[config.mk]
export PLATFORM = sky130hd
export DESIGN_NAME = if_id_fetch_stage_flat
export DESIGN_NICKNAME = d
export VERILOG_FILES = /design/src/rtl/if_id_fetch_stage_if.sv /design/src/rtl/if_id_fetch_stage.sv /design/src/flat_wrapper.sv
export SDC_FILE = /design/constraint.sdc
export NUM_CORES = 1
export LEC_CHECK = 0
export CAP_MARGIN = 0
export CORE_MARGIN = 1
export CORE_UTILIZATION = 49
export DETAILED_ROUTE_END_ITERATION = 8
export PLACE_DENSITY = 0.91
export SETUP_SLACK_MARGIN = 0.2
export SLEW_MARGIN = 20
export SYNTH_ARGS = -nofsm -noshare
export SYNTH_HDL_FRONTEND = slang
export SYNTH_SLANG_ARGS = --single-unit
[constraint.sdc]
create_clock -name clk -period 3.8 [get_ports clk]
set_clock_uncertainty 0.05 [all_clocks]
set_input_delay 0.95 -clock clk [delete_from_list [all_inputs] [get_ports clk]]
set_output_delay 0.95 -clock clk [all_outputs]
set_load 0.03 [all_outputs]
[src/rtl/if_id_fetch_stage_if.sv]
// Fetch-stage bus bundle: PC-control handshake, instruction-memory port, IF/ID outputs.
// master = fetch stage (drives IF_pc, imem_req/addr, inval_in, halt, ID_*).
// slave  = surroundings (PC control, hazard unit, instruction memory).
interface if_id_fetch_stage_if;
  logic [15:0] pc_next;
  logic [15:0] IF_pc;
  logic        imem_req;
  logic [15:0] imem_addr;
  logic [15:0] imem_data;
  logic        imem_valid;
  logic        stall;
  logic        inval_out;
  logic        inval_in;
  logic        halt;
  logic [15:0] ID_instr;
  logic [15:0] ID_pc;
  logic        ID_valid;

  modport master (
    input  pc_next, imem_data, imem_valid, stall, inval_out,
    output IF_pc, imem_req, imem_addr, inval_in, halt, ID_instr, ID_pc, ID_valid
  );

  modport slave (
    output pc_next, imem_data, imem_valid, stall, inval_out,
    input  IF_pc, imem_req, imem_addr, inval_in, halt, ID_instr, ID_pc, ID_valid
  );
endinterface

[src/rtl/if_id_fetch_stage.sv]
// Fetch stage + IF/ID register: owns the PC, requests imem, presents {instr, pc, valid} to ID.
// Latency: a word returned in cycle n (no stall) is on ID_instr in cycle n+1; zero-wait memory = 1 instr/cycle.
// Backpressure: stall holds ID and PC; one returning word is parked in a one-entry skid, requests pause until it drains.
// Ports: clk, rst_n (async active-low); fe = master view of if_id_fetch_stage_if
//   (pc_next/IF_pc with PC control, imem_req/addr/data/valid to memory,
//    stall/inval_out/inval_in/halt handshakes, ID_instr/ID_pc/ID_valid to ID).
module if_id_fetch_stage #(
  parameter logic [15:0] RESET_PC = 16'h0000,
  parameter logic [3:0]  HALT_OPC = 4'b1111,
  parameter logic [15:0] BUBBLE   = 16'h0000
) (
  input  logic                 clk,
  input  logic                 rst_n,
  if_id_fetch_stage_if.master  fe
);

  typedef enum logic [1:0] {S_RUN, S_WAIT, S_HALTED} state_t;

  state_t      state;
  logic [15:0] pc_q;
  logic        skid_full;
  logic [15:0] skid_instr;
  logic [15:0] id_instr_q;
  logic [15:0] id_pc_q;
  logic        id_valid_q;
  logic        inval_q;

  logic        req;
  logic        word_avail;
  logic [15:0] word;
  logic        halt_det;

  // No request while in reset, halted, or while a parked word is waiting.
  assign req        = rst_n && (state != S_HALTED) && !skid_full;
  // The skid entry always belongs to the current pc_q, so it drains ahead of memory.
  assign word_avail = skid_full || (fe.imem_valid && req);
  assign word       = skid_full ? skid_instr : fe.imem_data;
  assign halt_det   = id_valid_q && (id_instr_q[15:12] == HALT_OPC);

  assign fe.IF_pc     = pc_q;
  assign fe.imem_addr = pc_q;
  assign fe.imem_req  = req;
  assign fe.inval_in  = inval_q;
  assign fe.halt      = (state == S_HALTED) || halt_det;
  assign fe.ID_instr  = id_instr_q;
  assign fe.ID_pc     = id_pc_q;
  assign fe.ID_valid  = id_valid_q;

  always_ff @(posedge clk or negedge rst_n) begin
    if (!rst_n) begin
      state      <= S_RUN;
      pc_q       <= RESET_PC;
      skid_full  <= 1'b0;
      skid_instr <= BUBBLE;
      id_instr_q <= BUBBLE;
      id_pc_q    <= 16'h0000;
      id_valid_q <= 1'b0;
      inval_q    <= 1'b0;
    end else begin
      inval_q <= (state == S_HALTED) ? 1'b0 : fe.inval_out;

      if ((state == S_HALTED) || halt_det) begin
        // A halt word reaching ID freezes the PC where it stands; anything in flight is dropped.
        state      <= S_HALTED;
        skid_full  <= 1'b0;
        id_instr_q <= BUBBLE;
        id_pc_q    <= 16'h0000;
        id_valid_q <= 1'b0;
      end else if (fe.inval_out) begin
        // Squash beats stall: redirect to the branch target and discard any returning word.
        state      <= S_RUN;
        pc_q       <= fe.pc_next;
        skid_full  <= 1'b0;
        id_instr_q <= BUBBLE;
        id_pc_q    <= 16'h0000;
        id_valid_q <= 1'b0;
      end else if (fe.stall) begin
        if (fe.imem_valid && req) begin
          skid_full  <= 1'b1;
          skid_instr <= fe.imem_data;
          state      <= S_RUN;
        end else if (!skid_full) begin
          state      <= S_WAIT;
        end
      end else if (word_avail) begin
        state      <= S_RUN;
        pc_q       <= fe.pc_next;
        skid_full  <= 1'b0;
        id_instr_q <= word;
        id_pc_q    <= pc_q;
        id_valid_q <= 1'b1;
      end else begin
        state      <= S_WAIT;
        id_instr_q <= BUBBLE;
        id_pc_q    <= 16'h0000;
        id_valid_q <= 1'b0;
      end
    end
  end

endmodule

[src/flat_wrapper.sv]
// flat-port wrapper written by rule: the top's interface ports become plain ports
module if_id_fetch_stage_flat 
#(
  parameter logic [15:0] RESET_PC = 16'h0000,
  parameter logic [3:0]  HALT_OPC = 4'b1111,
  parameter logic [15:0] BUBBLE   = 16'h0000
)
  (clk, rst_n, fe_pc_next, fe_imem_data, fe_imem_valid, fe_stall, fe_inval_out, fe_IF_pc, fe_imem_req, fe_imem_addr, fe_inval_in, fe_halt, fe_ID_instr, fe_ID_pc, fe_ID_valid);
  if_id_fetch_stage_if fe_i ();
  input  logic clk;
  input  logic rst_n;
  input wire logic [$bits(fe_i.pc_next)-1:0] fe_pc_next;
  input wire logic [$bits(fe_i.imem_data)-1:0] fe_imem_data;
  input wire logic [$bits(fe_i.imem_valid)-1:0] fe_imem_valid;
  input wire logic [$bits(fe_i.stall)-1:0] fe_stall;
  input wire logic [$bits(fe_i.inval_out)-1:0] fe_inval_out;
  output wire logic [$bits(fe_i.IF_pc)-1:0] fe_IF_pc;
  output wire logic [$bits(fe_i.imem_req)-1:0] fe_imem_req;
  output wire logic [$bits(fe_i.imem_addr)-1:0] fe_imem_addr;
  output wire logic [$bits(fe_i.inval_in)-1:0] fe_inval_in;
  output wire logic [$bits(fe_i.halt)-1:0] fe_halt;
  output wire logic [$bits(fe_i.ID_instr)-1:0] fe_ID_instr;
  output wire logic [$bits(fe_i.ID_pc)-1:0] fe_ID_pc;
  output wire logic [$bits(fe_i.ID_valid)-1:0] fe_ID_valid;
  assign fe_i.pc_next = fe_pc_next;
  assign fe_i.imem_data = fe_imem_data;
  assign fe_i.imem_valid = fe_imem_valid;
  assign fe_i.stall = fe_stall;
  assign fe_i.inval_out = fe_inval_out;
  assign fe_IF_pc = fe_i.IF_pc;
  assign fe_imem_req = fe_i.imem_req;
  assign fe_imem_addr = fe_i.imem_addr;
  assign fe_inval_in = fe_i.inval_in;
  assign fe_halt = fe_i.halt;
  assign fe_ID_instr = fe_i.ID_instr;
  assign fe_ID_pc = fe_i.ID_pc;
  assign fe_ID_valid = fe_i.ID_valid;
  if_id_fetch_stage #(.RESET_PC(RESET_PC), .HALT_OPC(HALT_OPC), .BUBBLE(BUBBLE)) u_core (.clk(clk), .rst_n(rst_n), .fe(fe_i));
endmodule
Yosys cells after proc, flatten, opt, wreduce, memory -nomap -nowiden. Index checks and enable logic that the tools add are counted.

Register bits: 69. Bits of input ports: 37. Output and inout port bits: 68. Word-level logic and storage cells: 57.

Equal/unequal tests: 7. Mux-type cells: 28. Bitwise gates (word level): 2. Reduce and logical (&&, ||, !) cells: 12.

Operators with widths (number): $mux 16 (12); $mux 1 (11); $mux 2 (5); $ne 5x5->1 const B (1); $eq 4x4->1 const B (1); $logic_and 1x1->1 (4); $ne 4x1->1 const B (1); $reduce_and 4->1 (1); $reduce_bool 4->1 (1); $ne 3x1->1 const B (1); $reduce_and 3->1 (1); $eq 2x2->1 const B (1); $logic_or 1x1->1 (2); $ne 2x1->1 const B (1); $ne 2x2->1 const B (1); $not 1->1 (2); $reduce_and 2->1 (1); $reduce_bool 2->1 (1); $logic_not 1->1 (1).

Logic depth before layout (Yosys ltp).
Word-level depth: 9. Depth in mapped cells: 8. Gate-level depth less buffers: 4.

Least setup slack after synthesis. Ideal clock, no wire load.

Kind: input to register. Start point: input rst_n. End point: register u_core.skid_instr[10]. Setup time: 125 ps. Arrival: 2137 ps. Data required time: 3625 ps. Slack: 1489 ps. Stages on the path: 4. Path buffers: 1. Cell sequence: and3b_1 > nand4_1 > buf_2 > mux2_2.

Longest elaborated chain between the ends: 4.

RTL lines: from (decl) (line flat_wrapper.sv:11) `input logic rst_n;`; $logic_and 1x1->1 (2 in series) (line if_id_fetch_stage.sv:34) `assign req = rst_n && (state != S_HALTED) && !skid_full;`; $logic_and 1x1->1 (line if_id_fetch_stage.sv:78) `if (fe.imem_valid && req) begin`; $reduce_and 4->1 (no source line); to (signal assigned) (line if_id_fetch_stage.sv:80) `skid_instr <= fe.imem_data;`; to (decl) (line if_id_fetch_stage.sv:22) `logic [15:0] skid_instr;`.

No other way between the ends. A chain may end at the register's enable or synchronous reset.

Worst setup path after layout.
Start point: register u_core.skid_full. End point: output fe_imem_req.

Longest elaborated chain between the ends: 2.

RTL lines: from (decl) (line if_id_fetch_stage.sv:21) `logic skid_full;`; from (signal assigned) (line if_id_fetch_stage.sv:53) `skid_full <= 1'b0;`; from (signal assigned) (line if_id_fetch_stage.sv:65) `skid_full <= 1'b0;`; from (signal assigned) (line if_id_fetch_stage.sv:73) `skid_full <= 1'b0;`; $logic_not 1->1 (line if_id_fetch_stage.sv:34); $logic_and 1x1->1 (line if_id_fetch_stage.sv:34); to (decl) (line flat_wrapper.sv:18) `output wire logic [$bits(fe_i.imem_req)-1:0] fe_imem_req;`.

No other way between the ends.

==> metrics <==
CTS buffer count=9; port bufs=104; most frequently used flop master after synthesis=dfrtp_1; critical path launch point type=flop; Clock transition at path regs=0.06 ns; Routed Antenna Nets=0; fraction of layout cells with a size suffix above 1=0.159; most frequent cells in the layout=102 x clkdlybuf4s50_1, 69 x dfrtp_1, 38 x nand2_1; worst path arrival time=1.93 ns; Max-slew headroom=0.414; GRT Util Overall=0.242; Chip Width=82.3 microns; WP buf/inv=2; Static Leak=1.78 nW; Post-synth EDFFs=0; Root Buffer=clkbuf_8; Final Cell Area=4330 sq um; Max clock buf depth=2; Nets=396; nature of the critical path endpoint=output port; Max Slew Vio Count=0; routed wire length=7.60 mm; Yosys reg bits=69; Max VDD drop=0.000230 V; Syn Area/Cell=11.6 sq um; Area Overhead vs Synth=37.2%; critical path class=reg2out; drt first pass iters=5; Pwr Density=331 nW/um^2; total gr overflow=0; Post-CTS Hold Buffers=0; final setup vio count=0; Pwr Total=0.00143 W; Synthesis Warnings=0; Netlist cell types=26; RD Place Congestion=0.768; final worst path period share=0.771; Tightest Pin Transition=0.879 ns; Initial Utilization=0.521; core area=6060 sq um; Syn Inst Count=271; RSZ-0062 raised after global routing=no; sequential fraction of the synthesis area=0.547; Post-DP HPWL=5.01 mm; Setup Fix Bufs, Post-CTS=0; via/cell ratio=5.43; routed via count=2,384; final hold vios=0; Achievable Freq=342 MHz; commonest non-fill, non-tap cell in the layout=clkdlybuf4s50_1; TNS Setup=0 ns; DR iter-0 viols=199; I/O Pins=105; critical path peak fanout=21; final core utilization=0.714; first-pass GRT wire length=11.9 mm; Hold Crit Class=reg2reg; Die H=82.3 microns; die area=6770 sq um; max_cap viols=0; syn_nets=308; DRC=0; clk_lat worst skew=0.34 ns; Clock Sinks=69; post-layout min period=2.93 ns; H-tree Lvls=3; Area after DPL=4120 sq um; initial antenna violation count=0; number of global-route vias before repair=2,422; required time of the critical path=2.80 ns; CP max-delay cell=clkdlybuf4s50_1; Rows=28; share of synthesized registers carrying an async set or reset=1.00; drt wl/cell=17.3 microns; CTS tree=done; status=finished clean; antenna cells=0; delay-heaviest family, CP=buffers and inverters; max incr delay on CP=0.68 ns; CP cell instances=buf_4 -> and3b_1 -> clkdlybuf4s50_1; number of gates resized after cts=0; largest net degree at the start of global routing=71; Synth Cell Area=3160 sq um
[synth_stat cells, types with 2 or more instances]
master,instances,area [sq um]
buf_6,4,45.0
buf_4,16,120
mux2_4,10,150
nand2_1,38,143
or3_1,16,100
a31oi_1,2,12.5
nor2_1,2,7.51
mux2_2,22,248
mux2i_1,17,170
dfrtp_1,69,1730
clkbuf_1,12,45.0
nand3b_1,16,120
a21oi_1,32,160
buf_2,3,15.0
[per-stage QoR]
| step | setup WS (ns) | hold WS (ns) | instances |
|---|---|---|---|
| after global placement | 0.923 | 0.436 | 423 |
| final | 0.872 | 0.459 | 439 |
| after detailed placement | 0.892 | 0.443 | 423 |
| after CTS | 0.871 | 0.460 | 439 |
| after floorplan | 1.49 | 0.429 | 271 |
| after global routing | 0.797 | 0.473 | 439 |
[flip-flops by register name, summed over array words and instances, names as in the netlist]
register,flops
u_core.fe.ID_instr,16
u_core.fe.ID_pc,16
u_core.fe.ID_valid,1
u_core.fe.IF_pc,16
u_core.fe.inval_in,1
u_core.skid_full,1
u_core.skid_instr,16
u_core.state,2
[cell type report]
class                           instances  area (sq um)
Fill cell                             430          1730
Clock buffer                           13           169
Clock inverter                          3          42.5
Multi-Input combinational cell        167          1200
Sequential cell                        69          1730
Timing Repair Buffer                  112          1090
Tap cell                               75          93.8
[cell families (layout without fill, tap and decap cells)]
family                 Yosys count  in the layout  share of synthesized area
AOI/OAI and AO/OA               38             38                     0.0654
buffers and inverters           35            128                     0.0714
DFF                             69             69                      0.547
muxes                           49             49                      0.180
and+or+nand+nor                 80             80                      0.136
[layer usage]
layer | track usage | vias to the layer above | routed length (microns)
met5 | 0 | - | 0
met4 | 0.125 | 0 | 222
met3 | 0.0308 | 18 | 324
met1 | 0.321 | 1170 | 3260
met2 | 0.388 | 99 | 3790
li1 | - | 1097 | -
[path summary, 6_finish.rpt]
check,start,end,slack (ns),cells past startpoint
max,u_core.skid_full,fe_imem_req,0.87,3
min,u_core.skid_instr[11],u_core.skid_instr[11],0.46,1
max reg2reg,u_core.fe.ID_instr[13],u_core.fe.ID_pc[4],1.67,5
min reg2reg,u_core.skid_instr[11],u_core.skid_instr[11],0.46,1
max in group asynchronous,rst_n,u_core.fe.ID_pc[7],2.35,2
min in group asynchronous,rst_n,u_core.fe.inval_in,0.78,2
[report_power, final]
group	internal, W	switching [W]	total, W	leakage, nW
Sequential	0.000734	0	0.000734	0.959
Clock	0.000356	0.000268	0.000624	0.106
Combinational	0.0000396	0.0000356	0.0000753	0.713
No activity file was read; power rests on OpenSTA's default activity.
==> RTL edit 1, RTL diff (same flow settings) <==
The 3 states of `state_t` get a one-hot encoding in 3 bits.
--- a/src/rtl/if_id_fetch_stage.sv
+++ b/src/rtl/if_id_fetch_stage.sv
@@ -14,7 +14,7 @@
   if_id_fetch_stage_if.master  fe
 );
 
-  typedef enum logic [1:0] {S_RUN, S_WAIT, S_HALTED} state_t;
+  typedef enum logic [2:0] {S_RUN = 3'b001, S_WAIT = 3'b010, S_HALTED = 3'b100} state_t;
 
   state_t      state;
   logic [15:0] pc_q;
Check against the original RTL: no difference found for any inputs over 4 cycles, from zero or initial values and one cycle with rst_n low; so few cycles prove little.
==> RTL edit 1 against the original RTL <==
- final area shrank 5.2%
- fmax down 7.7%
- sequential cell count is 1 higher
- sequential share of layout area rose by 2.8 points
- worst hold slack got worse by 46 ps
- worst setup slack got worse by 240 ps
- routed wire length is 16% lower
- area after synthesis down 7.7%
Power is not compared: it rests on default switching activity, and its combinational part moved more than twofold at a synthesized area within 25%.
==> RTL edit 1: results (changes against the original RTL) <==
[run_status]
status = completed

[synth]
seq_area_frac_synth_pct = 60.15  ; +5.4 points
synth_area_leaders = dfrtp_1, mux2_2, mux2i_1, a22o_1, o2bb2ai_1
synthFlopType = dfrtp_1
async_flop_share_pct = 100.0  ; unchanged
synth_fp_nets = 239  ; -22%
synthDistinctLibCells = 29  ; +12%
yosys-top-cells-count = dfrtp_1, mux2_2, buf_4
syn_inst = 202  ; -25%

[route]
post_drt_wl_per_cell_um = 17.11  ; -1.1%
wirelength_um = 6365  ; -16%
vias = 2034  ; -15%
drtIter0Drc = 173  ; -13%
firstDrtPassIters = 4  ; -1

[critical_path]
cp_data_arrival_time_ps = 2170  ; +240 ps
path_max_fanout = 16  ; -24%
critPathTopFamily = buffers and inverters
slowest_delay_ps = 720  ; +40 ps

[global_route]
grt_pass1_wl_um = 10670  ; -11%
grt_start_max_net_pins = 59  ; -17%
grt_pass1_vias = 2098  ; -13%
track_usage_pct = 22.70  ; -1.5 points

[final_layout]
drive_above_1_share_pct = 20.00  ; +4.1 points
nets = 332  ; -16%
fillerInstances = 393  ; -8.6%

[clock_network]
cts_made_buffers = 9  ; unchanged
clkLatencyLatePin_ps = 330
cts_setup_buffers = 0  ; unchanged

[placement]
gp_congestion = 0.7950  ; +3.5%
numPortBuffers = 104  ; unchanged
dp_hpwl_um = 4597  ; -8.2%
dp_cells = 356  ; -16%

[hold_path]
hp-class = in2async

[timing]
worstMarginPinSlew_ps = 814.2  ; -64.61 ps

==> RTL edit 1: cell count changes after synthesis, sizes merged, moves of 2 or more <==
cell | unedited run | this run
or3 | 16 | 0
o21bai | 0 | 2
buf | 23 | 25
o2bb2ai | 0 | 16
a31oi | 2 | 0
nor3b | 0 | 2
nand2 | 38 | 1
nand2b | 2 | 0
clkbuf | 12 | 2
nand3b | 16 | 1
a22o | 0 | 16
a21o | 0 | 2
a21oi | 32 | 3
==> RTL edit 1: report_power, final <==
group / internal [uW] / switching (uW) / total (uW)
Sequential: 818 / 47.9 / 866
Clock: 336 / 258 / 594
Combinational: 183 / 193 / 377
Total: 1340 / 499 / 1840
==> RTL edit 1: routing by layer <==
layer / GRT usage, % / up-vias / routed length, um
met5: 0 / - / 0
met4: 10.73 / 0 / 179
met3: 4.713 / 16 / 277
met2: 36.38 / 66 / 3197
met1: 29.50 / 1037 / 2711
li1: - / 915 / -
==> RTL edit 1: cells by family (layout without fill, tap and decap cells) <==
kind of cell,after synthesis,in the layout,share of synthesized area [%]
AO/OA/AOI/OAI,42,42,12.15
buffers and inverters,28,126,6.269
flip-flops,70,70,60.15
multiplexers,48,48,17.86
AND/OR/NAND/NOR,14,14,3.564
==> RTL edit 1: layout make-up <==
| type | instances | area, um2 | area share (%) |
|---|---|---|---|
| sequential | 70 | 1753 | 42.71 |
| timing repair buffer | 109 | 1076 | 26.22 |
| multi-input combinational | 104 | 980.9 | 23.90 |
| clock buffer | 12 | 155.1 | 3.780 |
| tap | 72 | 90.09 | 2.195 |
| clock inverter | 4 | 45.04 | 1.098 |
| inverter | 1 | 3.754 | 0.09146 |
==> RTL edit 1: final timing paths <==
check                      cells past startpoint                     end              startpoint  slack [ps]
max in group asynchronous                      2    u_core.skid_instr[0]                   rst_n        2350
min reg2reg                                    1  u_core.fe.ID_instr[10]  u_core.fe.ID_instr[10]         440
max reg2reg                                    5      u_core.fe.IF_pc[9]        u_core.skid_full        1730
min                                            1     u_core.fe.IF_pc[14]                   rst_n         410
max                                            3             fe_imem_req                   rst_n         630
min in group clk                               1  u_core.fe.ID_instr[10]  u_core.fe.ID_instr[10]         440
==> RTL edit 1: metrics by stage <==
step	utilization [%]	total power (uW)	area, um2	hold WS (ps)	worst slack (ps)
floorplan	-	1100	2914	430.3	1119
CTS	73.18	1855	4104	401.9	630.6
detailed placement	69.61	1260	3904	424.5	647.7
finish	73.18	1837	4104	413.0	628.9
global placement	69.61	1245	3904	421.9	653.4
global route	73.18	1930	4104	399.4	580.8
==> RTL edit 2, RTL diff (config.mk and constraints unchanged) <==
Made on the original files. Make the reset (`rst_n`) synchronous in one clocked block. Comments in the files are not updated.
--- a/src/rtl/if_id_fetch_stage.sv
+++ b/src/rtl/if_id_fetch_stage.sv
@@ -46,7 +46,7 @@
   assign fe.ID_pc     = id_pc_q;
   assign fe.ID_valid  = id_valid_q;
 
-  always_ff @(posedge clk or negedge rst_n) begin
+  always_ff @(posedge clk) begin
     if (!rst_n) begin
       state      <= S_RUN;
       pc_q       <= RESET_PC;
Function: differs if rst_n is asserted again (counterexample within 4 cycles, from zero or initial values and one cycle with rst_n low); with rst_n held inactive, the same outputs for 4 cycles.
==> RTL edit 2 against the original RTL <==
- final area decreased by 2.2%
- worst setup slack lost 210 ps
- area after synthesis rose by 0.20%
- routed wire length up 4.9%
- sequential share of layout area shrank 7.3 points
- via count is 15% higher
- first-iteration DRC count down 15%
- non-clock buffer count is 4 lower
- sequential cell count stayed put
- cell count grew 15%
Power is not compared: it rests on default switching activity, and its combinational part moved more than twofold at a synthesized area within 25%.
==> RTL edit 2: results (changes against the original RTL) <==
[final_layout]
nets = 462  ; +17%
buffers = 108  ; -3.6%
seqCellArea_mm2 = 0.001381  ; -20%
num-clock-buffers = 10  ; -3
final_cells = 505  ; +15%
multi_input_cells = 235  ; +41%
multi_input_area_share_pct = 35.10  ; +7.3 points
clk_share_pct = 4.727  ; -0.16 points
drive_above_1_share_pct = 17.67  ; +1.7 points
buf_share_pct = 25.17  ; -0.090 points

[route]
vias = 2749  ; +15%
drtIter0Drc = 169  ; -15%

[run_status]
status = completed

[placement]
dp_hpwl_um = 5021  ; +0.25%
dp_slack_ps = 703.7  ; -187.9 ps
dp_cells = 489  ; +16%
place_area_mm2 = 0.004035  ; -2.0%

[synth]
synth_fp_nets = 388  ; +26%
synthMuxAreaShare_pct = 10.76  ; -7.2 points
syn_inst = 351  ; +30%
yosys-top-cells-count = dfxtp_1, nand2_1, nand3_1, a21oi_2
async_flop_share_pct = 0  ; -100 points
synthDistinctLibCells = 30  ; +15%
synth_area_leaders = dfxtp_1, nand2_1, nand3_1, a21oi_2, mux2_2
avgSynthCellArea_um2 = 9.008  ; -23%
synth_compound_area_share_pct = 16.46  ; +9.9 points

[global_route]
grt_pass1_vias = 2645  ; +9.2%
grt_start_max_net_pins = 52  ; -27%
grt_pass1_wl_um = 12440  ; +4.2%

[critical_path]
critPathTopFamily = flip-flops
cp_data_arrival_time_ps = 2140  ; +210 ps

RTL edit 2: cell types whose count changed after synthesis, sizes merged, moves of 32 or more:
cell,change
nand2,+32
nand3,+48
dfxtp,+69
dfrtp,-69
RTL edit 2: per-layer routing:
metal	GRT usage, %	vias to the layer above	share of wire [%]
met5	0	-	0
met4	13.86	0	2.7
met3	4.176	20	5.2
met2	41.82	91	52
met1	28.80	1307	41
li1	-	1331	-
RTL edit 2: final timing paths:
check                           slack [ps]                     end  cells after the start                  start
worst max register to register        1540  u_core.fe.ID_instr[13]                      4       u_core.skid_full
worst min register to register         420   u_core.fe.ID_instr[4]                      2  u_core.fe.ID_instr[4]
worst max-delay path                   660             fe_imem_req                      2       u_core.skid_full
worst min-delay path                   420   u_core.fe.ID_instr[4]                      2  u_core.fe.ID_instr[4]
RTL edit 2: worst min-delay path: stages (launching register included):
cell and delay [ps]:
dfxtp_1 310, nand2_1 70, a21oi_2 50
